==> config.mk <==
export PLATFORM = sky130hd
export DESIGN_NAME = mips_avalon_arbiter
export DESIGN_NICKNAME = d
export VERILOG_FILES = /design/src/rtl/mips_avalon_arbiter.sv
export SDC_FILE = /design/constraint.sdc
export NUM_CORES = 1
export LEC_CHECK = 0
export CORE_AREA = 2 2 108 110
export DETAILED_ROUTE_END_ITERATION = 16
export DIE_AREA = 0 0 110 112
export PLACE_DENSITY = 0.64
export SLEW_MARGIN = 20
export SYNTH_ARGS = -nofsm -noshare
export SYNTH_HDL_FRONTEND = slang
export SYNTH_SLANG_ARGS = --single-unit
==> constraint.sdc <==
create_clock -name clk -period 6.1 [get_ports clk]
set_input_delay 1.83 -clock clk [delete_from_list [all_inputs] [get_ports clk]]
set_output_delay 1.83 -clock clk [all_outputs]
set_load 0.01 [all_outputs]
==> src/rtl/mips_avalon_arbiter.sv <==
// Two-master (instruction fetch / data) to one-slave Avalon-MM arbiter with a
// sticky stall watchdog. The granted master's request is forwarded combinationally.
module mips_avalon_arbiter #(
  parameter int ROUND_ROBIN    = 1,
  parameter int TIMEOUT_CYCLES = 64
) (
  input  logic        clk,
  input  logic        reset,
  input  logic [31:0] i_address,
  input  logic        i_read,
  output logic        i_waitrequest,
  output logic [31:0] i_readdata,
  input  logic [31:0] d_address,
  input  logic        d_read,
  input  logic        d_write,
  input  logic [31:0] d_writedata,
  input  logic [3:0]  d_byteenable,
  output logic        d_waitrequest,
  output logic [31:0] d_readdata,
  output logic [31:0] avm_address,
  output logic        avm_read,
  output logic        avm_write,
  output logic [31:0] avm_writedata,
  output logic [3:0]  avm_byteenable,
  input  logic        avm_waitrequest,
  input  logic [31:0] avm_readdata,
  output logic        grant_data,
  output logic        timeout_error
);

  localparam int CW = $clog2(TIMEOUT_CYCLES + 1);
  localparam logic [CW-1:0] STALL_LIMIT = CW'(TIMEOUT_CYCLES);

  typedef enum logic [1:0] {IDLE, GNT_I, GNT_D} state_t;

  state_t        state_q, state_d;
  logic          last_grant_q, last_grant_d;
  logic [CW-1:0] stall_ctr_q, stall_ctr_d;
  logic          timeout_error_q, timeout_error_d;

  logic ireq, dreq, i_done, d_done;

  assign ireq   = i_read;
  assign dreq   = d_read | d_write;
  assign i_done = (state_q == GNT_I) && ireq && !avm_waitrequest;
  assign d_done = (state_q == GNT_D) && dreq && !avm_waitrequest;

  assign i_waitrequest = !i_done;
  assign d_waitrequest = !d_done;
  assign i_readdata    = avm_readdata;
  assign d_readdata    = avm_readdata;
  assign grant_data    = (state_q == GNT_D);
  assign timeout_error = timeout_error_q;

  always_ff @(posedge clk or posedge reset) begin
    if (reset) begin
      state_q         <= IDLE;
      last_grant_q    <= 1'b0;
      stall_ctr_q     <= '0;
      timeout_error_q <= 1'b0;
    end else begin
      state_q         <= state_d;
      last_grant_q    <= last_grant_d;
      stall_ctr_q     <= stall_ctr_d;
      timeout_error_q <= timeout_error_d;
    end
  end

  // last_grant: 0 = instruction master, 1 = data master.
  always_comb begin
    state_d         = state_q;
    last_grant_d    = last_grant_q;
    stall_ctr_d     = stall_ctr_q;
    timeout_error_d = timeout_error_q;
    avm_address     = '0;
    avm_read        = 1'b0;
    avm_write       = 1'b0;
    avm_writedata   = '0;
    avm_byteenable  = '0;

    case (state_q)
      IDLE: begin
        stall_ctr_d = '0;
        if (ireq && dreq) begin
          state_d = (ROUND_ROBIN != 0 && last_grant_q) ? GNT_I : GNT_D;
        end else if (ireq) begin
          state_d = GNT_I;
        end else if (dreq) begin
          state_d = GNT_D;
        end
      end

      GNT_I: begin
        avm_address    = i_address;
        avm_read       = i_read;
        avm_byteenable = 4'hF;
        if (!ireq) begin
          state_d     = IDLE;
          stall_ctr_d = '0;
        end else if (!avm_waitrequest) begin
          last_grant_d = 1'b0;
          stall_ctr_d  = '0;
          state_d      = dreq ? GNT_D : IDLE;
        end else if (stall_ctr_q < STALL_LIMIT) begin
          stall_ctr_d = stall_ctr_q + 1'b1;
        end
      end

      GNT_D: begin
        avm_address    = d_address;
        avm_read       = d_read;
        avm_write      = d_write;
        avm_writedata  = d_writedata;
        avm_byteenable = d_byteenable;
        if (!dreq) begin
          state_d     = IDLE;
          stall_ctr_d = '0;
        end else if (!avm_waitrequest) begin
          last_grant_d = 1'b1;
          stall_ctr_d  = '0;
          state_d      = ireq ? GNT_I : IDLE;
        end else if (stall_ctr_q < STALL_LIMIT) begin
          stall_ctr_d = stall_ctr_q + 1'b1;
        end
      end

      default: begin
        state_d     = IDLE;
        stall_ctr_d = '0;
      end
    endcase

    // The error flag rises on the same edge the counter reaches the limit.
    if (stall_ctr_d == STALL_LIMIT) begin
      timeout_error_d = 1'b1;
    end
  end

endmodule

# [Word level (Yosys, flattened, before mapping)]
# Index checks and enable logic that the tools add are counted.
[totals] wordCells=55 inputBits=138 regBits=11 out_inout_bits=138
[classes] muxes=26 n_eq_ne=10 n_lt_le_gt_ge=1 n_addsub=1 bitwise_logic=1 n_reduce_logical=12
[op_table] cell="$pmux 32 s2" count=1
[op_table] cell="$mux 32" count=1
[op_table] cell="$mux 7" count=4
[op_table] cell="$mux 2" count=9
[op_table] cell="$pmux 7 s2" count=1
[op_table] cell="$pmux 4 s2" count=1
[op_table] cell="$add 7x1->7 const B" count=1
[op_table] cell="$eq 7x7->1 const B" count=1
[op_table] cell="$lt 7x7->1 const B" count=1
[op_table] cell="$mux 1" count=6
[op_table] cell="$ne 2x2->1 const B" count=3
[op_table] cell="$ne 3x3->1 const B" count=2
[op_table] cell="$pmux 2 s3" count=1
[op_table] cell="$logic_and 1x1->1" count=5
[op_table] cell="$reduce_and 5->1" count=1
[op_table] cell="$ne 4x4->1 const B" count=1
[op_table] cell="$pmux 1 s2" count=2
[op_table] cell="$logic_not 1->1" count=3
[op_table] cell="$reduce_and 3->1" count=1
[op_table] cell="$eq 2x1->1 const B" count=1
[op_table] cell="$eq 2x2->1 const B" count=1
[op_table] cell="$logic_not 2->1" count=1
[op_table] cell="$ne 2x1->1 const B" count=1
[op_table] cell="$reduce_bool 2->1" count=1
[op_table] cell="$or 1x1->1" count=1

# [Logic depth before layout (Yosys ltp)]
[depth] ltp_word=6 mapped_depth=7 mapped_depth_nobuf=6

# [Worst setup path after synthesis]
# OpenSTA, ideal clock, no wires.
[synth_path] path_kind="input port to output port" from="input i_read" to="output i_waitrequest" cell_stages=2 slack_ns=2.077 n_path_buf=0 t_arrival_ns=2.193 path_cell_list="nand2_1 -> or2_2"
[synth_via] elab_chain_len=3
[synth_rtl] item="start: declaration" line_no="10" source="input logic i_read,"
[synth_rtl] item="$logic_and 1x1->1 (2 in series)" line_no="45" source="assign i_done = (state_q == GNT_I) && ireq && !avm_waitrequest;"
[synth_rtl] item="$logic_not 1->1" line_no="48" source="assign i_waitrequest = !i_done;"
[synth_rtl] item="end: declaration" line_no="11" source="output logic i_waitrequest,"
# No other way between the ends.

# [Final worst setup path]
[layout_path] from="input i_read" to="output avm_read"
[layout_via] elab_chain_len=1
[layout_rtl] item="$pmux 1 s2" line_no="81" source="case (state_q)"
[layout_rtl] item="end: declaration" line_no="21" source="output logic avm_read,"
# No other way between the ends.

==> flow_metrics.py <==
metrics = {
    "sta": {
        "fin_crit_ns": 5.22,
        "max_freq_mhz": 192,
        "fin_tns_setup_ns": 0,
        "final-setup-viol-count": 0,
        "final_max_slew_viol_count": 0,
        "post-route-period-util_pct": 85.5,
        "relSlewSlack_pct": 35.4,
        "rsz0062_at_grt": "no",
        "setup_slack_ns": 0.885,
        "worst_pin_slew_ns": 0.969,
        "hold_viol_final": 0,
        "finClkSkew_ns": 0.00195,
    },
    "synth": {
        "syn_avg_cell_area_um2": 7.45,
        "syn_nets": 404,
        "syn-instance-count": 261,
        "synth_edf_count": 0,
        "yosys.area.top_type": "buf_4",
        "synth-seq-area-share_pct": 14.2,
        "synthFlopType": "dfrtp_1",
        "yosysWarnings": 0,
        "synth-seq-cells": 11,
        "ys_types": 37,
        "async_flop_share_pct": 100,
        "synth_top_area_share_pct": 24.7,
        "netlist_top_cells_area": "buf_4, dfrtp_1, a22oi_1, nor2b_1, and2_1",
        "synth_area_um2": 1940,
    },
    "hold_path": {
        "hold_class": "flip-flop to flip-flop",
    },
    "floorplanning": {
        "io_pins": 276,
        "num_rows": 39,
        "dieArea_um2": 12300,
        "die-width_um": 110,
        "core_area_um2": 11200,
        "start_util_pct": 17.4,
        "dieHeight_um": 112,
    },
    "clock_network": {
        "clockBufferDepth": 2,
        "cts-hold-fix-buffers": 0,
        "post_cts_buffers": 0,
        "cts-resized-gates": 0,
        "ctsRootBufferMaster": "clkbuf_16",
        "numCtsBuffers": 3,
        "clk_pin_slew_ns": 0.04,
        "cts_tree": "done",
        "clkSinkCount": 11,
        "clk_latency_ns": 0.24,
        "htree_levels": 1,
    },
    "final_layout": {
        "layout.nets": 509,
        "num-fill-cells": 1173,
        "diodes": 0,
        "area.growth.synth_to_final_pct": 78.7,
        "drive_gt1_share_pct": 4.38,
        "post-route-cell-area_um2": 3470,
    },
    "setup_path": {
        "crit_slowest_cell": "clkdlybuf4s50_1",
        "startpoint_type": "primary input",
        "critical_path.endpoint_type": "output pin",
        "path_cells": "clkdlybuf4s50_1 -> nand2_1 -> a21boi_0 -> clkdlybuf4s50_1",
        "required_ns": 4.27,
        "cp_data_arrival_time_ns": 3.39,
        "crit_type": "primary input to output pin",
        "cpMostUsedCell": "clkdlybuf4s50_1",
        "cp_slowest_stage_delay_ns": 0.59,
        "crit_buf_inv": 2,
        "cp_top_family": "buffers and inverters",
        "critical_path_peak_fanout": 6,
    },
    "global_route": {
        "antenna_found_initial": 0,
        "grtUsageTotal_pct": 12.3,
        "grt_pass1_vias": 2060,
        "grt_max_degree": 70,
        "grt_pass1_wl_mm": 11.6,
        "grt_overflow": 0,
    },
    "placement": {
        "dpl_cell_area_um2": 3390,
        "dp_hpwl_mm": 6.75,
        "preCtsSetupSlack_ns": 0.875,
        "io_buffers": 179,
        "gp_congestion": 0.779,
    },
    "power": {
        "p_per_area_nw_per_um2": 309,
        "p_leak_uw": 0.00124,
        "ir_drop_uv": 250,
    },
    "route": {
        "drt_first_pass_iters": 4,
        "drt_iter0_markers": 89,
        "totalWireLength_mm": 8.24,
        "wl_per_cell_um": 16.2,
        "viasPerCell": 4.22,
        "antenna_left": 0,
        "num_vias": 2146,
        "drc": 0,
    },
    "run_status": {
        "status": "finished clean",
    },
    "flow_run": {
        "maxCapViolations": 0,
    },
}
## cells by family after synthesis
group	after synthesis	synth area share, %
and+or+nand+nor	100	31.0
buffers and inverters	85	28.9
AOI/OAI and AO/OA	55	20.3
DFF	11	14.2
adders and majority gates	5	3.22
xor gates and xnor gates	3	1.35
muxes	2	1.03
## power breakdown
part           internal (µW)  switching, µW
clock                   87.7           32.0
combinational            483            375
sequential              83.4           11.8
total                    654            418
## sequential cells by signal, indices dropped and copies added (netlist names)
signal and cells:
state_q 2, timeout_error 1, stall_ctr_q 7, last_grant_q 1
## routing by layer
layer / vias up / routed length (µm) / track usage (%)
met3: 8 / 1110 / 5.33
met5: - / 0 / 0
met4: 0 / 69 / 2.28
li1: 1025 / - / -
met1: 969 / 2900 / 13.1
met2: 144 / 4160 / 22.1
## cell usage after synthesis (2+ instances only)
cell       n
nand2b_1   3
a21oi_1    9
buf_4     64
nor2_1     9
nand2_1    6
ha_1       5
and2_1    32
a22oi_1   32
xnor2_1    2
buf_2      2
mux2i_1    2
clkbuf_1  11
dfrtp_1   11
or2_2      2
a31o_2     2
nor2b_1   37
nand3_1    3
inv_1      4
buf_1      4
o21ai_0    4
## final timing paths
| check | start | endpoint | slack (ns) | depth (start not counted) |
|---|---|---|---|---|
| setup / recovery | i_read | avm_read | 0.88 | 4 |
| hold / removal | timeout_error$_DFFE_PP0N_ | timeout_error$_DFFE_PP0N_ | 0.48 | 1 |
| setup reg to reg | state_q[1]$_DFFE_PP0P_ | timeout_error$_DFFE_PP0N_ | 3.87 | 5 |
| hold reg to reg | timeout_error$_DFFE_PP0N_ | timeout_error$_DFFE_PP0N_ | 0.48 | 1 |
| max in group asynchronous | reset | last_grant_q$_DFFE_PP0P_ | 3.93 | 2 |
| min in group asynchronous | reset | timeout_error$_DFFE_PP0N_ | 1.88 | 2 |
## worst reg2reg max path: stages, from the launching register on
cell and delay (ns):
dfrtp_1 0.42, inv_1 0.08, ha_1 0.92, a21bo_2 0.36
o21ba_2 0.25, a31o_2 0.13
## cell type report
| class | count | area [µm²] | share of cell area, % |
|---|---|---|---|
| Sequential cell | 11 | 275 | 7.92 |
| Timing Repair Buffer | 181 | 1810 | 52.0 |
| Tap cell | 143 | 179 | 5.15 |
| Multi-Input combinational cell | 165 | 1120 | 32.2 |
| Clock buffer | 4 | 78.8 | 2.27 |
| Inverter | 4 | 15.0 | 0.432 |
## per-stage QoR
stage	hold WS (ns)	power, µW	util [%]	instances
after detailed placement	0.464	956	30.3	504
after global routing	0.501	1150	31.1	508
after floorplan	0.496	563	-	261
after global placement	0.469	945	30.3	504
after CTS	0.478	1080	31.0	508
final	0.478	1070	31.1	508
## placed cells by master, fill, tap and decap left out, types with 2 or more instances in the layout
master           synthesis  layout
a21oi_1                  9       9
mux2i_1                  2       2
inv_1                    4       4
or2_2                    2       2
nor2_1                   9       9
nand2_1                  6       6
and2_1                  32      32
nand3_1                  3       3
dfrtp_1                 11      11
buf_4                   64       2
a31o_2                   2       2
xnor2_1                  2       2
o21ai_0                  4       4
ha_1                     5       4
clkbuf_16                0       3
nand2b_1                 3       3
nor2b_1                 37      37
a22oi_1                 32      32
clkdlybuf4s50_1          0     179
Power figures use the tool's default switching activity.
